## config.mk

```make
export PLATFORM = sky130hd
export DESIGN_NAME = stream_mux_arb
export DESIGN_NICKNAME = d
export VERILOG_FILES = /design/src/rtl/stream_mux_arb.sv
export SDC_FILE = /design/constraint.sdc
export NUM_CORES = 1
export LEC_CHECK = 0
export ABC_AREA = 0
export CORE_MARGIN = 2
export CORE_UTILIZATION = 40
export DETAILED_ROUTE_END_ITERATION = 8
export PLACE_DENSITY = 0.7
export SETUP_SLACK_MARGIN = 0.3
export SLEW_MARGIN = 30
export SYNTH_ARGS = -nofsm -noshare
export SYNTH_HDL_FRONTEND = slang
export SYNTH_SLANG_ARGS = --single-unit
```

## constraint.sdc

```tcl
create_clock -name clk -period 2.9 [get_ports clk]
set_input_delay 0.435 -clock clk [delete_from_list [all_inputs] [get_ports clk]]
set_output_delay 0.435 -clock clk [all_outputs]
set_load 0.01 [all_outputs]
```

## src/rtl/stream_mux_arb.sv

```systemverilog
// -----------------------------------------------------------------------------
// stream_mux_arb
//   N-input registered stream multiplexer with an internal arbiter. Each
//   producer channel offers a word with valid/ready. The arbiter picks one
//   channel per cycle, either by fixed priority (lowest index wins) or by
//   round robin. The chosen word is captured into a single output register.
//   The register reloads on the same edge that its word is consumed, so the
//   block sustains one word per cycle with no bubbles.
//
// Ports
//   clk        rising-edge clock
//   rst        synchronous reset, active-high
//   rr_en      1 = round robin, 0 = fixed priority
//   in_data    packed channel data, channel i at [i*WIDTH +: WIDTH]
//   in_valid   per-channel valid
//   in_ready   per-channel ready (one-hot or zero)
//   out_data   registered selected word
//   out_sel    index of the channel that produced out_data
//   out_valid  output register holds a word
//   out_ready  consumer accepts the output word
// -----------------------------------------------------------------------------
module stream_mux_arb #(
  parameter int WIDTH    = 4,
  parameter int CHANNELS = 4,
  parameter int SEL_W    = 2
) (
  input  logic                      clk,
  input  logic                      rst,
  input  logic                      rr_en,
  input  logic [CHANNELS*WIDTH-1:0] in_data,
  input  logic [CHANNELS-1:0]       in_valid,
  output logic [CHANNELS-1:0]       in_ready,
  output logic [WIDTH-1:0]          out_data,
  output logic [SEL_W-1:0]          out_sel,
  output logic                      out_valid,
  input  logic                      out_ready
);

  logic [WIDTH-1:0]    data_p0;
  logic [SEL_W-1:0]    sel_p0;
  logic                vld_p0;
  logic [SEL_W-1:0]    rr_last;

  logic                load;
  logic [CHANNELS-1:0] grant;
  logic [SEL_W-1:0]    gsel;
  logic                any;
  logic [SEL_W-1:0]    cand;

  // The register may take a new word whenever it is empty or being drained.
  assign load = !vld_p0 || out_ready;

  // Round robin starts the search just after the last winner and finishes on
  // the last winner itself, so a lone requester is never starved.
  always_comb begin
    grant = '0;
    gsel  = '0;
    any   = 1'b0;
    cand  = '0;
    if (!rr_en) begin
      for (int i = 0; i < CHANNELS; i++) begin
        if (!any && in_valid[i]) begin
          grant[i] = 1'b1;
          gsel     = SEL_W'(i);
          any      = 1'b1;
        end
      end
    end else begin
      for (int k = 1; k <= CHANNELS; k++) begin
        cand = SEL_W'((int'(rr_last) + k) % CHANNELS);
        if (!any && in_valid[cand]) begin
          grant[cand] = 1'b1;
          gsel        = cand;
          any         = 1'b1;
        end
      end
    end
  end

  assign in_ready = {CHANNELS{load}} & grant;

  // ---- stage p0: output register ----
  always_ff @(posedge clk) begin
    if (rst) begin
      vld_p0  <= 1'b0;
      data_p0 <= '0;
      sel_p0  <= '0;
      rr_last <= SEL_W'(CHANNELS - 1);
    end else if (load) begin
      if (any) begin
        vld_p0  <= 1'b1;
        data_p0 <= in_data[int'(gsel)*WIDTH +: WIDTH];
        sel_p0  <= gsel;
        rr_last <= gsel;
      end else begin
        vld_p0  <= 1'b0;
      end
    end
  end

  assign out_data  = data_p0;
  assign out_sel   = sel_p0;
  assign out_valid = vld_p0;

endmodule

```

# After elaboration in Yosys (flattened, before gate mapping)
# Cells that the tools add are included.
[totals]
register_bits = 9
in_bits = 24
output_inout_bits = 11
word_cells = 91
[classes]
add_sub_neg = 4
magnitude_cmp = 8
shifts = 1
muxes = 51
n_bitwise = 4
n_reduce_logical = 19
[ops]
columns = ["cell", "count"]
rows = [
  ["4-bit 2-to-1 mux", 8],
  ["1-bit 2-to-1 mux", 28],
  ["16-bit by 5-bit indexed part select with 4-bit output", 1],
  ["2-bit 2-to-1 mux", 7],
  ["2-bit by 3-bit less-than comparator with 1-bit output (second input constant)", 4],
  ["4-bit OR", 3],
  ["1-bit logical AND", 10],
  ["1-bit binary-select mux with 2-bit select", 4],
  ["1-bit demux with 2-bit select", 4],
  ["2-bit by 1-bit >= comparator with 1-bit output (second input constant)", 4],
  ["1-bit logical NOT", 7],
  ["2-bit by 1-bit adder with 2-bit output (second input constant)", 2],
  ["2-bit adder (second input constant)", 2],
  ["4-bit bitwise AND", 1],
  ["2-bit AND reduction", 1],
  ["1-bit logical OR", 1],
]

# Depth between registers and ports, before layout
# Gate-level depths: netlist of the first run.
[logic_depth]
depth_word = 18
depth_mapped = 11
depth_no_buf = 9

# Worst setup path before layout of the first run
# Ideal clock, no wire load.
[synth_timing]
path_type = "reg2out"
from = "register rr_last[0]"
to = "output in_ready[0]"
arrival_time_ns = 2.300
required_ns = 2.465
setup_slack_ns = 0.165
stages_incl_launch_ff = 9
n_path_buf = 1
path_cell_list = "dfxtp_1 > buf_4 > inv_1 > ha_1 > mux4_2 > nor2b_1 > and2_1 > nand2_1 > a311oi_1"
[synth_between]
elab_chain_len = 18
word_cells_on_any_way = 56
cone_classes = "add/sub: 4; order compare: 8; mux: 30; bitwise: 4; reduce/logical: 10"
[synth_rtl]
columns = ["item", "line_no", "source"]
rows = [
  ["start, declared", "42", "logic [SEL_W-1:0] rr_last;"],
  ["start signal, assigned", "88", "rr_last <= SEL_W'(CHANNELS - 1);"],
  ["start signal, assigned", "94", "rr_last <= gsel;"],
  ["parallel branches: the longest is 15 deep, another holds 2-bit by 3-bit less-than comparator with 1-bit output", "--", ""],
  ["4-bit 2-to-1 mux (*)", "71", "if (!any && in_valid[cand]) begin"],
  ["4-bit 2-to-1 mux (*)", "60", "if (!rr_en) begin"],
  ["4-bit bitwise AND (*)", "80", "assign in_ready = {CHANNELS{load}} & grant;"],
  ["end, declared", "32", "output logic [CHANNELS-1:0] in_ready,"],
]
# Mark *: on every way between the ends. The select of a mux whose other input is x is not followed.

# Worst setup path after layout of the first run
[layout_timing]
from = "input in_valid[0]"
to = "output in_ready[1]"
[layout_between]
elab_chain_len = 17
word_cells_on_any_way = 37
cone_classes = "mux: 25; bitwise: 4; reduce/logical: 8"
[layout_rtl]
columns = ["item", "line_no", "source"]
rows = [
  ["start, declared", "31", "input logic [CHANNELS-1:0] in_valid,"],
  ["1-bit binary-select mux with 2-bit select", "71", ""],
  ["1-bit 2-to-1 mux (implied by the code)", "71", ""],
  ["1-bit 2-to-1 mux", "71", ""],
  ["1-bit 2-to-1 mux", "60", ""],
  ["1-bit logical NOT", "71", ""],
  ["1-bit logical AND", "71", ""],
  ["1-bit 2-to-1 mux", "71", ""],
  ["1-bit 2-to-1 mux", "60", ""],
  ["1-bit logical NOT", "71", ""],
  ["1-bit logical AND", "71", ""],
  ["1-bit 2-to-1 mux", "71", ""],
  ["1-bit 2-to-1 mux", "60", ""],
  ["1-bit logical NOT", "71", ""],
  ["1-bit logical AND", "71", ""],
  ["4-bit 2-to-1 mux", "71", ""],
  ["4-bit 2-to-1 mux (*)", "60", ""],
  ["4-bit bitwise AND (*)", "80", ""],
]
# Every way passes the cells marked *; elsewhere a longest branch is shown, timed or not. The select of a mux whose other input is x is not followed.

==> impl_metrics.csv, run 1 <==
group,metric,value,unit
drt,routedWlPerCell,14.5,µm
logic_synthesis,synth-seq-area-share,0.158,
worst_setup_path,critPathMaxStageDelay,0.55,ns
pwr,intPower,0.611,mW
clock_tree,cts-htree-levels,1,
worst_setup_path,path_max_fanout,7,
clock_tree,cts_sinks,9,
worst_setup_path,worstPathRequired,2.47,ns
pwr,seqPwrFrac,0.174,
logic_synthesis,synth_top_cell_by_area,"dfxtp_1",
finish,utilization,0.655,
global_route,antenna_found_initial,0,
sta,fin_skew,0.00502,ns
worst_hold_path,min_from,"out_data[1]",
floorplan,die_x,57.4,µm
logic_synthesis,async_flop_share,0,
worst_hold_path,hold_class,"flop to flop",
global_route,grt_max_degree,13,
place,detailed_place_hpwl,2.53,mm
pwr,switching_share,0.406,
pwr,power_density,575,mW/mm²
pwr,leakagePower,0.762,nW
worst_hold_path,hold_depth,2,
sta,fin_crit,2.63,ns
logic_synthesis,syn_inst,127,
clock_tree,clk_path_buf_depth,2,
drt,via_count,1205,
clock_tree,root_buffer,"clkbuf_4",
global_route,grt_usage,0.202,
worst_setup_path,end_kind,"output pin",
worst_setup_path,r2r-end,"out_data[3]",
logic_synthesis,ys_warn_count,0,
sta,tightest_slew,0.499,ns
floorplan,ios,35,
logic_synthesis,synth_seq_cells,9,
sta,relSlewSlack,0.667,
global_route,grt_overflow,0,
logic_synthesis,synth_ff_type,"dfxtp_1",
worst_setup_path,reg2regPathDepth,9,
place,dp.cells,209,
pwr,p_sw,0.419,mW
finish,num_antenna_cells,0,
global_route,grt_pass1_vias,1170,
logic_synthesis,netlist.area_leader.share,0.158,
drt,ant_nets,0,
drt,drc,0,
clock_tree,clk_pin_slew,0.07,ns
logic_synthesis,synth-edff-count,0,
sta,slew_violations,0,
sta,timing.hold.ws,0.476,ns
worst_hold_path,hold_end,"out_data[1]",
logic_synthesis,synth_commonest_cells,"nand2_1 (13), nor2_1 (13), dfxtp_1 (9)",
job,maxCapViolCount,0,
clock_tree,cts_buffers,3,
drt,wl,3.20,mm
finish,finalNetCount,222,
floorplan,dieArea,0.00329,mm²
floorplan,die_y,57.4,µm
sta,max_freq,0.380,GHz
floorplan,initial_core_util,0.416,
pwr,power_frac_comb,0.728,
pwr,power,1.03,mW
logic_synthesis,synth_cell_types,39,
drt,drt_iter0_drc,36,
worst_setup_path,r2r_start,"rr_last[1]",
finish,layout-drive-gt1-share,0.429,
sta,rsz0062_at_grt,"true",
logic_synthesis,syn-cell-area,0.00114,mm²
logic_synthesis,syn_nets,159,
finish,areaGrowthSynthToFinish,57.4,%
worst_setup_path,crit_arrival,2.20,ns
logic_synthesis,postSynthAreaPerCell,8.97,µm²
pwr,pwr-share-clk,0.098,
finish,fillers,244,
place,gp_congestion,0.805,
logic_synthesis,synth.top_cells.by_area,"dfxtp_1 (16%), ha_1 (8.8%), mux4_2 (7.9%), mux2_4 (5.3%), nand4_1 (4.4%)",
sta,setup_viol,0,
sta,finalHoldViolations,0,
drt,dr.pass1.iters,4,
worst_setup_path,cp_cell_sequence,"dlygate4sd2_1 > mux4_2 > buf_6 > a22oi_2 > nor2_1 > a221oi_2 > a211oi_2 > buf_2",
clock_tree,clk_latency,0.27,ns
finish,fin_cells,220,
clock_tree,tritoncts,"yes",
sta,fin_crit_sh,0.908,
place,numPortBuffers,34,
worst_setup_path,crit_type,"primary input to output pin",
outcome,status,"completed",
floorplan,coreArea,0.00273,mm²
worst_setup_path,start_kind,"primary input",
pwr,irDropWorstVdd,0.563,mV
floorplan,std_cell_rows,19,
worst_setup_path,cpMaxStageDelayCell,"mux4_2",
worst_setup_path,rrSetupSlack,0.47,ns
global_route,grt_pass1_wl,5.21,mm
clock_tree,holdBufCountCts,0,
drt,viasPerCell,5.48,
[flip-flops by register name, summed over array words and instances, names as in the netlist]
name       flops
out_data       4
out_sel        2
rr_last        2
out_valid      1
[per-layer routing]
layer / GRT usage / vias up / routed length (µm)
li1: - / 606 / -
met1: 0.263 / 577 / 1450
met2: 0.357 / 20 / 1650
met3: 0.0408 / 2 / 79
met4: 0.0199 / 0 / 9
met5: 0 / - / 0
[worst max path at each step]
stage | startpoint | to | slack, ns | depth (start not counted)
floorplan | rr_last[0] | in_ready[0] | 0.31 | 8
global placement | in_valid[3] | in_ready[1] | -0.34 | 8
detailed placement | in_valid[3] | in_ready[1] | -0.47 | 8
CTS | rr_last[0] | in_ready[1] | 0.26 | 9
global route | rr_last[0] | in_ready[1] | 0.17 | 9
finish | in_valid[0] | in_ready[1] | 0.27 | 8
[repair_timing]
item                       in CTS  in global routing
buffers inserted                5                  2
setup endpoints to repair      10                  4
pin swaps                       4                  1
gates resized for setup        38                  6
[stage by stage]
stage          TNS, ns  area, µm²  setup slack [ns]
6_report             0       1790             0.268
5_1_grt              0       1790             0.174
4_1_cts              0       1780             0.259
3_5_place_dp     -1.84       1690            -0.474
3_3_place_gp     -1.45       1690            -0.340
2_1_floorplan        0       1160             0.306
[power by group through the flow]
stage                     clock network (mW)  logic, mW  registers, mW
after floorplan                            0      0.405          0.189
after CTS                              0.103      0.737          0.177
after detailed placement                   0      0.682          0.176
final                                  0.101      0.750          0.179
after global placement                     0      0.663          0.173
after global routing                   0.108      0.810          0.181
[critical path: cells and delay by family]
kind                   cells  cell delay (ns)
buffers and inverters      3             0.63
multiplexers               1             0.55
AO/OA/AOI/OAI              3             0.51
AND/OR/NAND/NOR            1             0.07
[logic make-up after synthesis]
kind of cell / Yosys count / synth area share
buffers and inverters: 12 / 0.0659
AO/OA/AOI/OAI: 32 / 0.249
AND/OR/NAND/NOR: 51 / 0.242
adder cells (fa/ha/maj): 8 / 0.0879
flip-flops: 9 / 0.158
multiplexers: 15 / 0.197
[cell usage in the layout, fill, tap and decap left out, types with 4 or more instances in the layout]
cell type	instances
buf_4	28
clkdlybuf4s50_1	26
nor2_1	13
nand2_1	13
nand4_1	8
ha_1	7
dfxtp_1	7
a21oi_1	6
mux4_2	4
mux2i_1	4
mux2_4	4
o211ai_2	4
buf_2	4
buf_6	4
[area by class of cell]
cell class | instances | area (µm²) | area share
Multi-Input combinational cell | 106 | 938 | 0.524
Timing Repair Buffer | 67 | 586 | 0.327
Sequential cell | 9 | 188 | 0.105
Tap cell | 31 | 38.8 | 0.0216
Clock buffer | 3 | 22.5 | 0.0126
Inverter | 3 | 13.8 | 0.00768
Clock inverter | 1 | 5.00 | 0.00279
No activity file was read; power rests on OpenSTA's default activity.
==> run 2, diff against run 1 <==
Settings changed: ABC_AREA 0 to not set.
==> results of run 2 <==
Final layout, timing and power as in run 1 (identical DEF).
==> run 3, diff against run 2 <==
Settings changed: CTS_BUF_LIST set to sky130_fd_sc_hd__clkbuf_8 sky130_fd_sc_hd__clkbuf_16.
==> impl_metrics.csv, run 3 (synthesized netlist as in run 1, its figures left out) <==
group,metric,value,unit
finish,utilization,0.661,
clock_tree,tritoncts,"yes",
sta,slew_violations,0,
drt,routedWlPerCell,14.9,µm
finish,layout-drive-gt1-share,0.428,
sta,rsz0062_at_grt,"true",
worst_setup_path,worstPathRequired,2.47,ns
finish,final_area,0.00181,mm²
floorplan,coreArea,0.00273,mm²
clock_tree,clk_path_buf_depth,2,
sta,timing.hold.ws,0.471,ns
global_route,antenna_found_initial,0,
place,numPortBuffers,34,
drt,drt_iter0_drc,31,
pwr,irDropWorstVdd,0.508,mV
clock_tree,cts_sinks,9,
finish,finalNetCount,220,
drt,dr.pass1.iters,4,
global_route,grt_overflow,0,
floorplan,ios,35,
place,gp_congestion,0.805,
drt,viasPerCell,5.61,
place,dp_slack,-0.474,ns
worst_setup_path,rrSetupSlack,0.46,ns
finish,areaGrowthSynthToFinish,58.8,%
drt,wl,3.24,mm
sta,fin_skew,0.00660,ns
outcome,status,"completed",
sta,max_freq,0.383,GHz
floorplan,initial_core_util,0.416,
worst_setup_path,r2r_start,"rr_last[1]",
worst_hold_path,hold_depth,2,
worst_setup_path,reg2regPathDepth,9,
worst_setup_path,crit_type,"flop to output pin",
sta,fin_crit_sh,0.901,
clock_tree,root_buffer,"clkbuf_8",
place,detailed_place_hpwl,2.53,mm
clock_tree,clk_latency,0.24,ns
worst_setup_path,end_kind,"output pin",
floorplan,die_y,57.4,µm
clock_tree,cts-htree-levels,1,
worst_setup_path,cp-startpoint,"rr_last[1]",
worst_setup_path,cpMaxStageDelayCell,"mux4_2",
global_route,grt_max_degree,13,
worst_setup_path,cp_cell_sequence,"buf_6 > mux4_2 > buf_6 > nor2_4 > and2_4 > a221oi_2 > a211oi_2 > buf_2",
floorplan,die_x,57.4,µm
finish,largest_reg_flops,4,
drt,drc,0,
sta,fin_ws,0.288,ns
clock_tree,cts_buffers,3,
drt,via_count,1222,
finish,num_antenna_cells,0,
pwr,power,1.07,mW
sta,relSlewSlack,0.672,
clock_tree,clk_pin_slew,0.05,ns
drt,ant_nets,0,
sta,tightest_slew,0.490,ns
finish,fillers,236,
floorplan,dieArea,0.00329,mm²
pwr,power_density,594,mW/mm²
worst_setup_path,path_max_fanout,4,
worst_setup_path,crit_end,"in_ready[1]",
floorplan,std_cell_rows,19,
job,maxCapViolCount,0,
worst_setup_path,crit_arrival,2.18,ns
worst_hold_path,hold_class,"flop to flop",
global_route,grt_usage,0.204,
worst_setup_path,cp_common_cell,"buf_6",
sta,fin_crit,2.61,ns
global_route,grt_pass1_vias,1187,
worst_setup_path,start_kind,"flop",
pwr,leakagePower,0.760,nW
sta,setup_viol,0,
finish,final_cell_mix,"clkdlybuf4s50_1 (26), buf_4 (26), nor2_1 (13), nand2_1 (13), nand4_1 (8)",
sta,finalHoldViolations,0,
place,postPlaceCellArea,0.00169,mm²
worst_setup_path,r2r-end,"out_data[3]",
global_route,grt_pass1_wl,5.28,mm
worst_setup_path,critPathMaxStageDelay,0.56,ns
run 3: cell types whose count changed in the layout (fill, tap and decap cells not counted), sizes merged:
cell / delta
buf: -2
clkbuf: -2
clkdlybuf4s15: +3
dlygate4sd2: -1
run 3: routing by layer:
metal / routed length [µm] / global-route usage / vias up / part of all wire
met3: 128 / 0.0363 / 4 / 0.039
met1: 1410 / 0.266 / 584 / 0.43
li1: - / - / 599 / -
met2: 1680 / 0.347 / 35 / 0.52
met5: 0 / 0 / - / 0
met4: 29 / 0.0532 / 0 / 0.0089
run 3: final cells by class:
| type | instances | area (µm²) | share of cell area |
|---|---|---|---|
| Timing Repair Buffer | 65 | 586 | 0.324 |
| Sequential cell | 9 | 188 | 0.104 |
| Tap cell | 31 | 38.8 | 0.0215 |
| Clock buffer | 3 | 41.3 | 0.0228 |
| Inverter | 3 | 11.3 | 0.00623 |
| Clock inverter | 1 | 5.00 | 0.00277 |
| Multi-Input combinational cell | 106 | 938 | 0.519 |
run 3: where the power goes:
part / switching [mW] / leakage [nW] / internal [mW]
sequential: 0.0214 / 0.0751 / 0.157
clock: 0.0547 / 0.0255 / 0.0941
combinational: 0.347 / 0.659 / 0.400
run 3: metrics by stage:
step | instances | TNS (ns)
floorplan | 127 | 0
global placement | 209 | -1.45
detailed placement | 209 | -1.84
CTS | 217 | 0
global route | 218 | 0
finish | 218 | 0
run 3: how the worst min path moves through the flow:
stage	start	to	slack, ns
2_1_floorplan	out_valid	out_valid	0.50
3_3_place_gp	out_data[1]	out_data[1]	0.45
3_5_place_dp	out_data[1]	out_data[1]	0.47
4_1_cts	out_data[1]	out_data[1]	0.47
5_1_grt	out_data[1]	out_data[1]	0.49
6_report	out_data[1]	out_data[1]	0.47
run 3: timing repair:
| action | CTS | global route |
|---|---|---|
| resized for setup | 41 | 4 |
| endpoints found under the setup margin | 11 | 4 |
| hold buffers | 0 | 0 |
| endpoints found under the hold margin | 0 | 0 |
| pin swaps | 3 | 5 |
| buffers inserted | 4 | 1 |
run 3: worst max-delay path, delay by kind of cell, from the launching register on:
kind            cells  cell delay [ns]
compound gates      2             0.32
buf+inv             3             0.43
simple gates        2             0.27
mux                 1             0.56
flops               1             0.36
